**config.mk**
```make
export PLATFORM = sky130hd
export DESIGN_NAME = if_id_pipe_reg
export DESIGN_NICKNAME = d
export VERILOG_FILES = /design/src/rtl/if_id_pipe_reg.sv
export SDC_FILE = /design/constraint.sdc
export NUM_CORES = 1
export LEC_CHECK = 0
export ABC_AREA = 1
export BUFFER_PORTS_ARGS = -buffer_cell sky130_fd_sc_hd__buf_2
export CAP_MARGIN = 40
export CORE_MARGIN = 3
export CORE_UTILIZATION = 45
export CTS_BUF_LIST = sky130_fd_sc_hd__clkbuf_16
export CTS_CLUSTER_SIZE = 12
export DETAILED_ROUTE_END_ITERATION = 6
export PLACE_DENSITY = 0.79
export SETUP_SLACK_MARGIN = 0.05
export SLEW_MARGIN = 0
export SYNTH_ARGS = -nofsm -noshare
export SYNTH_HDL_FRONTEND = slang
export SYNTH_SLANG_ARGS = --single-unit
```
**constraint.sdc**
```tcl
create_clock -name clock -period 2.19 [get_ports clock]
set_clock_uncertainty 0.15 [all_clocks]
set_input_delay 0.3285 -clock clock [delete_from_list [all_inputs] [get_ports clock]]
set_output_delay 0.3285 -clock clock [all_outputs]
set_load 0.01 [all_outputs]
```
**src/rtl/if_id_pipe_reg.sv**
```systemverilog
// IF/ID pipeline register: valid/ready handshake with a two-entry skid buffer,
// synchronous flush to a bubble, and a saturating decode-stall counter.
module if_id_pipe_reg #(
    parameter int                INST_W      = 32,
    parameter int                PC_W        = 32,
    parameter logic [INST_W-1:0] NOP_INST    = 32'h0000_0013,
    parameter int                STALL_CNT_W = 16
) (
    input  logic                   clock,
    input  logic                   resetn,
    input  logic                   in_valid,
    output logic                   in_ready,
    input  logic [INST_W-1:0]      in_inst,
    input  logic [PC_W-1:0]        in_pc,
    input  logic                   flush,
    output logic                   out_valid,
    input  logic                   out_ready,
    output logic [INST_W-1:0]      out_inst,
    output logic [PC_W-1:0]        out_pc,
    output logic [STALL_CNT_W-1:0] stall_cnt
);

    localparam logic [STALL_CNT_W-1:0] STALL_MAX = '1;
    localparam logic [STALL_CNT_W-1:0] STALL_ONE = {{(STALL_CNT_W-1){1'b0}}, 1'b1};
    localparam logic [PC_W-1:0]        PC_ZERO   = '0;

    logic                   r_main_vld, r_skid_vld, r_in_ready;
    logic [INST_W-1:0]      r_main_inst, r_skid_inst;
    logic [PC_W-1:0]        r_main_pc, r_skid_pc;
    logic [STALL_CNT_W-1:0] r_stall_cnt;

    logic                   w_accept, w_consume;
    logic                   w_main_vld_nxt, w_skid_vld_nxt, w_in_ready_nxt;
    logic [INST_W-1:0]      w_main_inst_nxt, w_skid_inst_nxt;
    logic [PC_W-1:0]        w_main_pc_nxt, w_skid_pc_nxt;
    logic [STALL_CNT_W-1:0] w_stall_cnt_nxt;

    // Next-state for the main/skid storage; main data is forced to a bubble whenever it empties.
    always_comb begin
        w_accept        = in_valid & r_in_ready;
        w_consume       = r_main_vld & out_ready;
        w_main_vld_nxt  = r_main_vld;
        w_skid_vld_nxt  = r_skid_vld;
        w_main_inst_nxt = r_main_inst;
        w_main_pc_nxt   = r_main_pc;
        w_skid_inst_nxt = r_skid_inst;
        w_skid_pc_nxt   = r_skid_pc;
        if (flush) begin
            w_main_vld_nxt  = 1'b0;
            w_skid_vld_nxt  = 1'b0;
            w_main_inst_nxt = NOP_INST;
            w_main_pc_nxt   = PC_ZERO;
        end else begin
            case ({r_main_vld, r_skid_vld})
                2'b00: begin
                    if (w_accept) begin
                        w_main_vld_nxt  = 1'b1;
                        w_main_inst_nxt = in_inst;
                        w_main_pc_nxt   = in_pc;
                    end else begin
                        w_main_vld_nxt  = 1'b0;
                    end
                end
                2'b10: begin
                    if (w_accept && w_consume) begin
                        w_main_inst_nxt = in_inst;
                        w_main_pc_nxt   = in_pc;
                    end else if (w_accept) begin
                        w_skid_vld_nxt  = 1'b1;
                        w_skid_inst_nxt = in_inst;
                        w_skid_pc_nxt   = in_pc;
                    end else if (w_consume) begin
                        w_main_vld_nxt  = 1'b0;
                        w_main_inst_nxt = NOP_INST;
                        w_main_pc_nxt   = PC_ZERO;
                    end else begin
                        w_main_vld_nxt  = 1'b1;
                    end
                end
                2'b11: begin
                    if (w_consume) begin
                        w_skid_vld_nxt  = 1'b0;
                        w_main_inst_nxt = r_skid_inst;
                        w_main_pc_nxt   = r_skid_pc;
                    end else begin
                        w_skid_vld_nxt  = 1'b1;
                    end
                end
                default: begin
                    // Skid-only is unreachable; recover to a clean bubble.
                    w_main_vld_nxt  = 1'b0;
                    w_skid_vld_nxt  = 1'b0;
                    w_main_inst_nxt = NOP_INST;
                    w_main_pc_nxt   = PC_ZERO;
                end
            endcase
        end
        w_in_ready_nxt = ~(w_main_vld_nxt & w_skid_vld_nxt);
    end

    // Saturating count of edges where decode holds off a valid word.
    always_comb begin
        if (r_main_vld && !out_ready && !flush && (r_stall_cnt != STALL_MAX)) begin
            w_stall_cnt_nxt = r_stall_cnt + STALL_ONE;
        end else begin
            w_stall_cnt_nxt = r_stall_cnt;
        end
    end

    // State and data registers.
    always_ff @(posedge clock or negedge resetn) begin
        if (!resetn) begin
            r_main_vld  <= 1'b0;
            r_skid_vld  <= 1'b0;
            r_in_ready  <= 1'b1;
            r_main_inst <= NOP_INST;
            r_main_pc   <= PC_ZERO;
            r_skid_inst <= NOP_INST;
            r_skid_pc   <= PC_ZERO;
            r_stall_cnt <= '0;
        end else begin
            r_main_vld  <= w_main_vld_nxt;
            r_skid_vld  <= w_skid_vld_nxt;
            r_in_ready  <= w_in_ready_nxt;
            r_main_inst <= w_main_inst_nxt;
            r_main_pc   <= w_main_pc_nxt;
            r_skid_inst <= w_skid_inst_nxt;
            r_skid_pc   <= w_skid_pc_nxt;
            r_stall_cnt <= w_stall_cnt_nxt;
        end
    end

    assign in_ready  = r_in_ready;
    assign out_valid = r_main_vld;
    assign out_inst  = r_main_inst;
    assign out_pc    = r_main_pc;
    assign stall_cnt = r_stall_cnt;

endmodule

```
## Word-level counts from Yosys, hierarchy flattened

Index checks and enable logic that the tools add are counted.

| storage, ports and cells | value |
|---|---|
| register bits | 147 |
| bits of input ports | 69 |
| output and inout bits | 82 |

| operators by class | value |
|---|---|
| $add $sub $neg | 1 |
| eq/ne operators | 7 |
| mux-type cells | 24 |
| bitwise gates (word level) | 6 |
| reductions and logical operators | 9 |

Operators with widths:

| cell | count |
|---|---|
| 32-bit 2-to-1 mux | 12 |
| 32-bit one-hot mux with 3 select lines | 2 |
| 16-bit by 1-bit adder with 16-bit output (second input constant) | 1 |
| 16-bit inequality test (second input constant) | 1 |
| 1-bit 2-to-1 mux | 8 |
| 4-bit inequality test (second input constant) | 2 |
| 4-bit AND reduction | 2 |
| 3-bit inequality test (second input constant) | 2 |
| 1-bit one-hot mux with 3 select lines | 2 |
| 2-bit == test (second input constant) | 2 |
| 1-bit logical AND | 4 |
| 1-bit bitwise AND | 3 |
| 1-bit NOT | 3 |
| 1-bit logical NOT | 2 |
| 2-bit logical NOT | 1 |

## Logic depth before layout (Yosys ltp)

| depth | value |
|---|---|
| depth after elaboration | 8 |
| mapped depth | 10 |

## Worst setup path before layout

Ideal clock, no wire load.

| timing path | value |
|---|---|
| kind | register to register |
| from | reg r_stall_cnt[0], in the netlist stall_cnt[0] |
| to | reg r_stall_cnt[7], in the netlist stall_cnt[7] |
| library setup time | 0.126 ns |
| arrival | 1.499 ns |
| data required time | 1.914 ns |
| setup slack | 0.415 ns |
| stages on the path, launching flop included | 10 |
| buffers on the path | 1 |
| period minus slack after synthesis | 1.775 ns |
| path through | dfrtp_1 -> ha_1 -> nand3_1 -> inv_1 -> nand3_1 -> nand2_2 -> nand2_1 -> buf_4 -> nand2_1 -> o21ai_0 |

| between the ends | value |
|---|---|
| longest elaborated chain between the ends | 2 |

RTL lines:

| what | line | RTL |
|---|---|---|
| start: declaration | 30 | `logic [STALL_CNT_W-1:0] r_stall_cnt;` |
| start signal: assignment | 129 | `r_stall_cnt <= w_stall_cnt_nxt;` |
| branches (longest 2 deep; another with 16-bit by 1-bit adder with 16-bit output) | - |  |

Several ways; the timed one is not identified.
A chain may end at the register's enable or synchronous reset.

## Worst setup path in the final report

| timing path | value |
|---|---|
| from | reg r_stall_cnt[0], in the netlist stall_cnt[0] |
| to | reg r_stall_cnt[6], in the netlist stall_cnt[6] |

The elaborated chain is that of the path after synthesis.

==> impl_results.html <==
<table>
<tr><th>Metric</th><th>Value</th></tr>
<tr><th colspan="2">Die</th></tr>
<tr><td>Core region area</td><td>0.0148 mm²</td></tr>
<tr><td>Initial standard-cell utilization of the core</td><td>0.466</td></tr>
<tr><td>Horiz. Die Dim</td><td>130 µm</td></tr>
<tr><td>Num ports</td><td>151</td></tr>
<tr><td>Die Area</td><td>~0.017 mm²</td></tr>
<tr><td>Number of rows in the core area</td><td>44</td></tr>
<tr><td>Y dimension of the die</td><td>130 µm</td></tr>
<tr><th colspan="2">Synthesis</th></tr>
<tr><td>Avg Synthesized Cell Area</td><td>7.50 µm²</td></tr>
<tr><td>Adder-cell share of the synthesized area</td><td>0.00182</td></tr>
<tr><td>Mapped cell area</td><td>0.00688 mm²</td></tr>
<tr><td>Largest area contributor in the netlist</td><td>sky130_fd_sc_hd__dfrtp_1</td></tr>
<tr><td>Most frequent cell after synthesis</td><td>sky130_fd_sc_hd__nand2_1</td></tr>
<tr><td>List of most frequent post-synthesis cells</td><td>496 x sky130_fd_sc_hd__nand2_1, 140 x sky130_fd_sc_hd__dfrtp_1, 86 x sky130_fd_sc_hd__inv_1, 64 x sky130_fd_sc_hd__o21ai_1, 28 x sky130_fd_sc_hd__nor2_1</td></tr>
<tr><td>Proportion of synthesized flip-flops having asynchronous set or reset</td><td>1.00</td></tr>
<tr><td>Syn Inst Count</td><td>917</td></tr>
<tr><td>Complex-gate fraction of the synthesized area</td><td>0.0598</td></tr>
<tr><td>Combinational family with the most area after synthesis</td><td>simple AND/OR/NAND/NOR gates</td></tr>
<tr><td>Share of the synthesized area in the top cell type</td><td>0.509</td></tr>
<tr><td>Synthesized Nets</td><td>987</td></tr>
<tr><td>Number of storage elements in the synthesis netlist</td><td>147</td></tr>
<tr><td>Sequential cell area fraction in the yosys report</td><td>0.536</td></tr>
<tr><td>Synthesized-area fraction occupied by and/or/nand/nor cells</td><td>0.309</td></tr>
<tr><td>EDFF count, synth</td><td>0</td></tr>
<tr><td>XOR/XNOR Fraction of Synth Area</td><td>0.00891</td></tr>
<tr><td>Total number of yosys warnings</td><td>0</td></tr>
<tr><td>Prevailing post-synth register cell</td><td>sky130_fd_sc_hd__dfrtp_1</td></tr>
<tr><td>Post-synthesis mux area share</td><td>0</td></tr>
<tr><td>Cell types with the largest area share after synthesis</td><td>sky130_fd_sc_hd__dfrtp_1 51%, sky130_fd_sc_hd__nand2_1 27%, sky130_fd_sc_hd__inv_1 4.7%</td></tr>
<tr><td>Number of unique standard cell types used by synthesis</td><td>24</td></tr>
<tr><th colspan="2">Place</th></tr>
<tr><td>Placer congestion estimate</td><td>roughly 0.85</td></tr>
<tr><td>Number of buffers inserted by port buffering</td><td>150</td></tr>
<tr><td>Detailed placer's ending HPWL</td><td>9970 µm</td></tr>
<tr><td>Post-place instance area</td><td>0.00779 mm²</td></tr>
<tr><td>Instance count after placement with tap cells included</td><td>1,221</td></tr>
<tr><th colspan="2">Worst setup path</th></tr>
<tr><td>Launching element type of the critical path</td><td>flip-flop</td></tr>
<tr><td>Endpoint required time on the critical path</td><td>2320 ps</td></tr>
<tr><td>Arrival time worst endpoint</td><td>2110 ps</td></tr>
<tr><td>Endpoint class of the critical path</td><td>flip-flop</td></tr>
<tr><td>Crit-path max FO</td><td>14</td></tr>
<tr><td>Critical path type</td><td>reg2reg</td></tr>
<tr><th colspan="2">Detailed routing</th></tr>
<tr><td>Final wirelength</td><td>~16,000 µm</td></tr>
<tr><td>First DRT Iteration DRCs</td><td>410</td></tr>
<tr><td>Initial DRT Pass Iterations</td><td>5</td></tr>
<tr><td>Routed vias/inst</td><td>4.74</td></tr>
<tr><td>Via count of the routed design</td><td>6,126</td></tr>
<tr><td>Antenna-violating nets left</td><td>0</td></tr>
<tr><td>Post-route DRC</td><td>0</td></tr>
<tr><td>Per-cell routed wire length</td><td>12.6 µm</td></tr>
<tr><th colspan="2">GRT</th></tr>
<tr><td>Maximum number of pins on one net before global-route repair</td><td>roughly 130</td></tr>
<tr><td>First-pass GRT wire length</td><td>27,200 µm</td></tr>
<tr><td>Number of antenna violations at the first check in global routing</td><td>0</td></tr>
<tr><td>Via count of the first global-routing pass</td><td>5,726</td></tr>
<tr><td>Gr usage total</td><td>0.202</td></tr>
<tr><td>GR Overflow Total</td><td>0</td></tr>
<tr><th colspan="2">Power</th></tr>
<tr><td>Cell leakage power</td><td>between 5 and 6 nW</td></tr>
<tr><td>Cell internal power dissipation</td><td>0.00550 W</td></tr>
<tr><td>Clock network power share</td><td>0.371</td></tr>
<tr><td>Ratio of total power to cell area</td><td>870 mW/mm²</td></tr>
<tr><td>Proportion of total power due to net switching</td><td>0.280</td></tr>
<tr><td>Maximum ir drop on the vdd rail</td><td>just under 0.6 mV</td></tr>
<tr><td>Sequential power share</td><td>0.460</td></tr>
<tr><td>Power dissipated by switching net loads</td><td>0.00214 W</td></tr>
<tr><td>Gate power share</td><td>0.169</td></tr>
<tr><th colspan="2">Timing</th></tr>
<tr><td>Slew @ Worst Pin</td><td>717 ps</td></tr>
<tr><td>Smallest hold slack</td><td>24.0 ps</td></tr>
<tr><td>Hold violation total from the final report</td><td>0</td></tr>
<tr><td>Relative slew slack</td><td>0.522</td></tr>
<tr><td>Sum Neg Setup Slack</td><td>0 ps</td></tr>
<tr><td>Max-slew violations</td><td>0</td></tr>
<tr><td>Period utilization</td><td>0.906</td></tr>
<tr><td># setup viols final</td><td>0</td></tr>
<tr><td>Minimum period implied by the final worst setup slack</td><td>approximately 2000 ps</td></tr>
<tr><td>Setup repair after global routing missed its margin</td><td>true</td></tr>
<tr><td>Max frequency</td><td>0.504 GHz</td></tr>
<tr><th colspan="2">Clock network</th></tr>
<tr><td>Inserted Clock Buffers</td><td>17</td></tr>
<tr><td>Clock edge transition at the registers on the reported setup and hold paths</td><td>60 ps</td></tr>
<tr><td>Clock sink count</td><td>~150</td></tr>
<tr><td>CTS H-Tree Depth</td><td>4</td></tr>
<tr><td>TritonCTS clock tree</td><td>done</td></tr>
<tr><td>Buffers from clock root to sink, at most</td><td>2</td></tr>
<tr><td>Clock latency at the later pin of the worst-skew pair</td><td>approximately 420 ps</td></tr>
<tr><td>Root buffer cell</td><td>sky130_fd_sc_hd__clkbuf_16</td></tr>
<tr><td>Post-CTS setup buffer count</td><td>0</td></tr>
<tr><th colspan="2">Worst hold path</th></tr>
<tr><td>Worst hold-check path type</td><td>in2reg</td></tr>
<tr><th colspan="2">Run status</th></tr>
<tr><td>Status</td><td>completed</td></tr>
<tr><th colspan="2">Flow run</th></tr>
<tr><td>Maxcap violations</td><td>0</td></tr>
<tr><th colspan="2">Cells and area</th></tr>
<tr><td>Total number of nets in the final design</td><td>1,166</td></tr>
<tr><td>Share of layout cells above drive strength 1</td><td>0.186</td></tr>
<tr><td>Final antenna diode count</td><td>0</td></tr>
<tr><td>Non-Filler Instances</td><td>1,293</td></tr>
<tr><td>Final design area excluding fillers</td><td>just under 0.009 mm²</td></tr>
<tr><td>Layout overhead on the synthesized area</td><td>27.5%</td></tr>
<tr><td>Number of filler cells placed in the layout</td><td>1,342</td></tr>
</table>
==> stage by stage <==
step | setup WS, ps | power (W) | util
after floorplan | 415 | 0.00427 | -
after global placement | 262 | 0.00473 | 0.528
after detailed placement | 180 | 0.00479 | 0.528
after CTS | 166 | 0.00772 | 0.594
after global routing | 40.5 | 0.00809 | 0.595
final | 207 | 0.00764 | 0.595
==> power by group through the flow <==
stage / registers (W) / logic, W / clock network [W]
after global placement: 0.00353 / 0.00120 / 0
after detailed placement: 0.00354 / 0.00124 / 0
after CTS: 0.00351 / 0.00130 / 0.00291
final: 0.00351 / 0.00129 / 0.00283
after floorplan: 0.00357 / 0.000699 / 0
after global routing: 0.00358 / 0.00148 / 0.00303
==> cell usage in the layout (no fill, tap or decap), drive strengths merged <==
cell type    Yosys  layout
nand3           16      16
dfstp            7       7
inv             91      94
o211ai           3       3
nand2          500     500
clkbuf           7      17
xor2             7       7
clkinvlp         0       2
nor2            28      28
dfrtp          140     140
o21ai           74      74
clkinv           0       7
buf             34     161
ha               1       1
dlygate4sd3      0      40
nand4            4       4
bufinv           0       3
nor3             2       2
a21oi            3       3
==> registers in the layout, indices dropped and copies added (netlist names) <==
name	flops
out_valid	1
out_pc	32
r_skid_pc	32
in_ready	1
out_inst	32
r_skid_inst	32
stall_cnt	16
r_skid_vld	1
==> worst paths after layout <==
path	start	end	slack (ps)	cells past startpoint
min reg2reg	r_skid_inst[0]$_DFFE_PN1P_	r_skid_inst[0]$_DFFE_PN1P_	320	2
max reg2reg	stall_cnt[0]$_DFFE_PN0P_	stall_cnt[6]$_DFFE_PN0P_	210	9
max	stall_cnt[0]$_DFFE_PN0P_	stall_cnt[6]$_DFFE_PN0P_	210	9
max in group asynchronous	resetn	out_inst[0]$_DFFE_PN1P_	980	3
min in group asynchronous	resetn	stall_cnt[4]$_DFFE_PN0P_	300	2
min	in_pc[10]	r_skid_pc[10]$_DFFE_PN0P_	20	3
==> kinds of logic (layout without fill, tap and decap cells) <==
logic type | Yosys count | count (layout)
AND/OR/NAND/NOR | 550 | 550
flip-flops | 147 | 147
buffers and inverters | 132 | 324
AO/OA/AOI/OAI | 80 | 80
XOR/XNOR | 7 | 7
adder cells (fa/ha/maj) | 1 | 1
==> what timing repair did <==
item / 4_1_cts / 5_1_grt
endpoints found under the hold margin: 85 / 0
endpoints found under the setup margin: 0 / 11
hold buffers: 40 / 0
resized for setup: 0 / 2
==> area by class of cell <==
type                       instances  area [µm²]  area share
clock buffer                      17         425      0.0485
clock inverter                    15         150      0.0171
timing repair buffer             201        1300       0.148
tap                              184         230      0.0262
multi-input combinational        638        2630       0.300
inverter                          91         347      0.0395
sequential                       147        3690       0.420
==> critical path, cell delays in order (launching register included) <==
cell and delay, ps:
sky130_fd_sc_hd__dfrtp_1 440, sky130_fd_sc_hd__ha_2 270, sky130_fd_sc_hd__nand3_1 160, sky130_fd_sc_hd__inv_1 90, sky130_fd_sc_hd__nand3_1 110, sky130_fd_sc_hd__nand2_2 180, sky130_fd_sc_hd__nand2_1 100, sky130_fd_sc_hd__buf_4 190
sky130_fd_sc_hd__nand2_1 70, sky130_fd_sc_hd__o21ai_0 90
==> routing by layer <==
layer	track usage	wire [µm]	up-vias
met4	0.0789	278	0
li1	-	-	3126
met2	0.324	7770	152
met5	0	0	-
met3	0.0478	687	24
met1	0.268	7530	2824
Note: power is estimated with default switching activity, not from simulation.
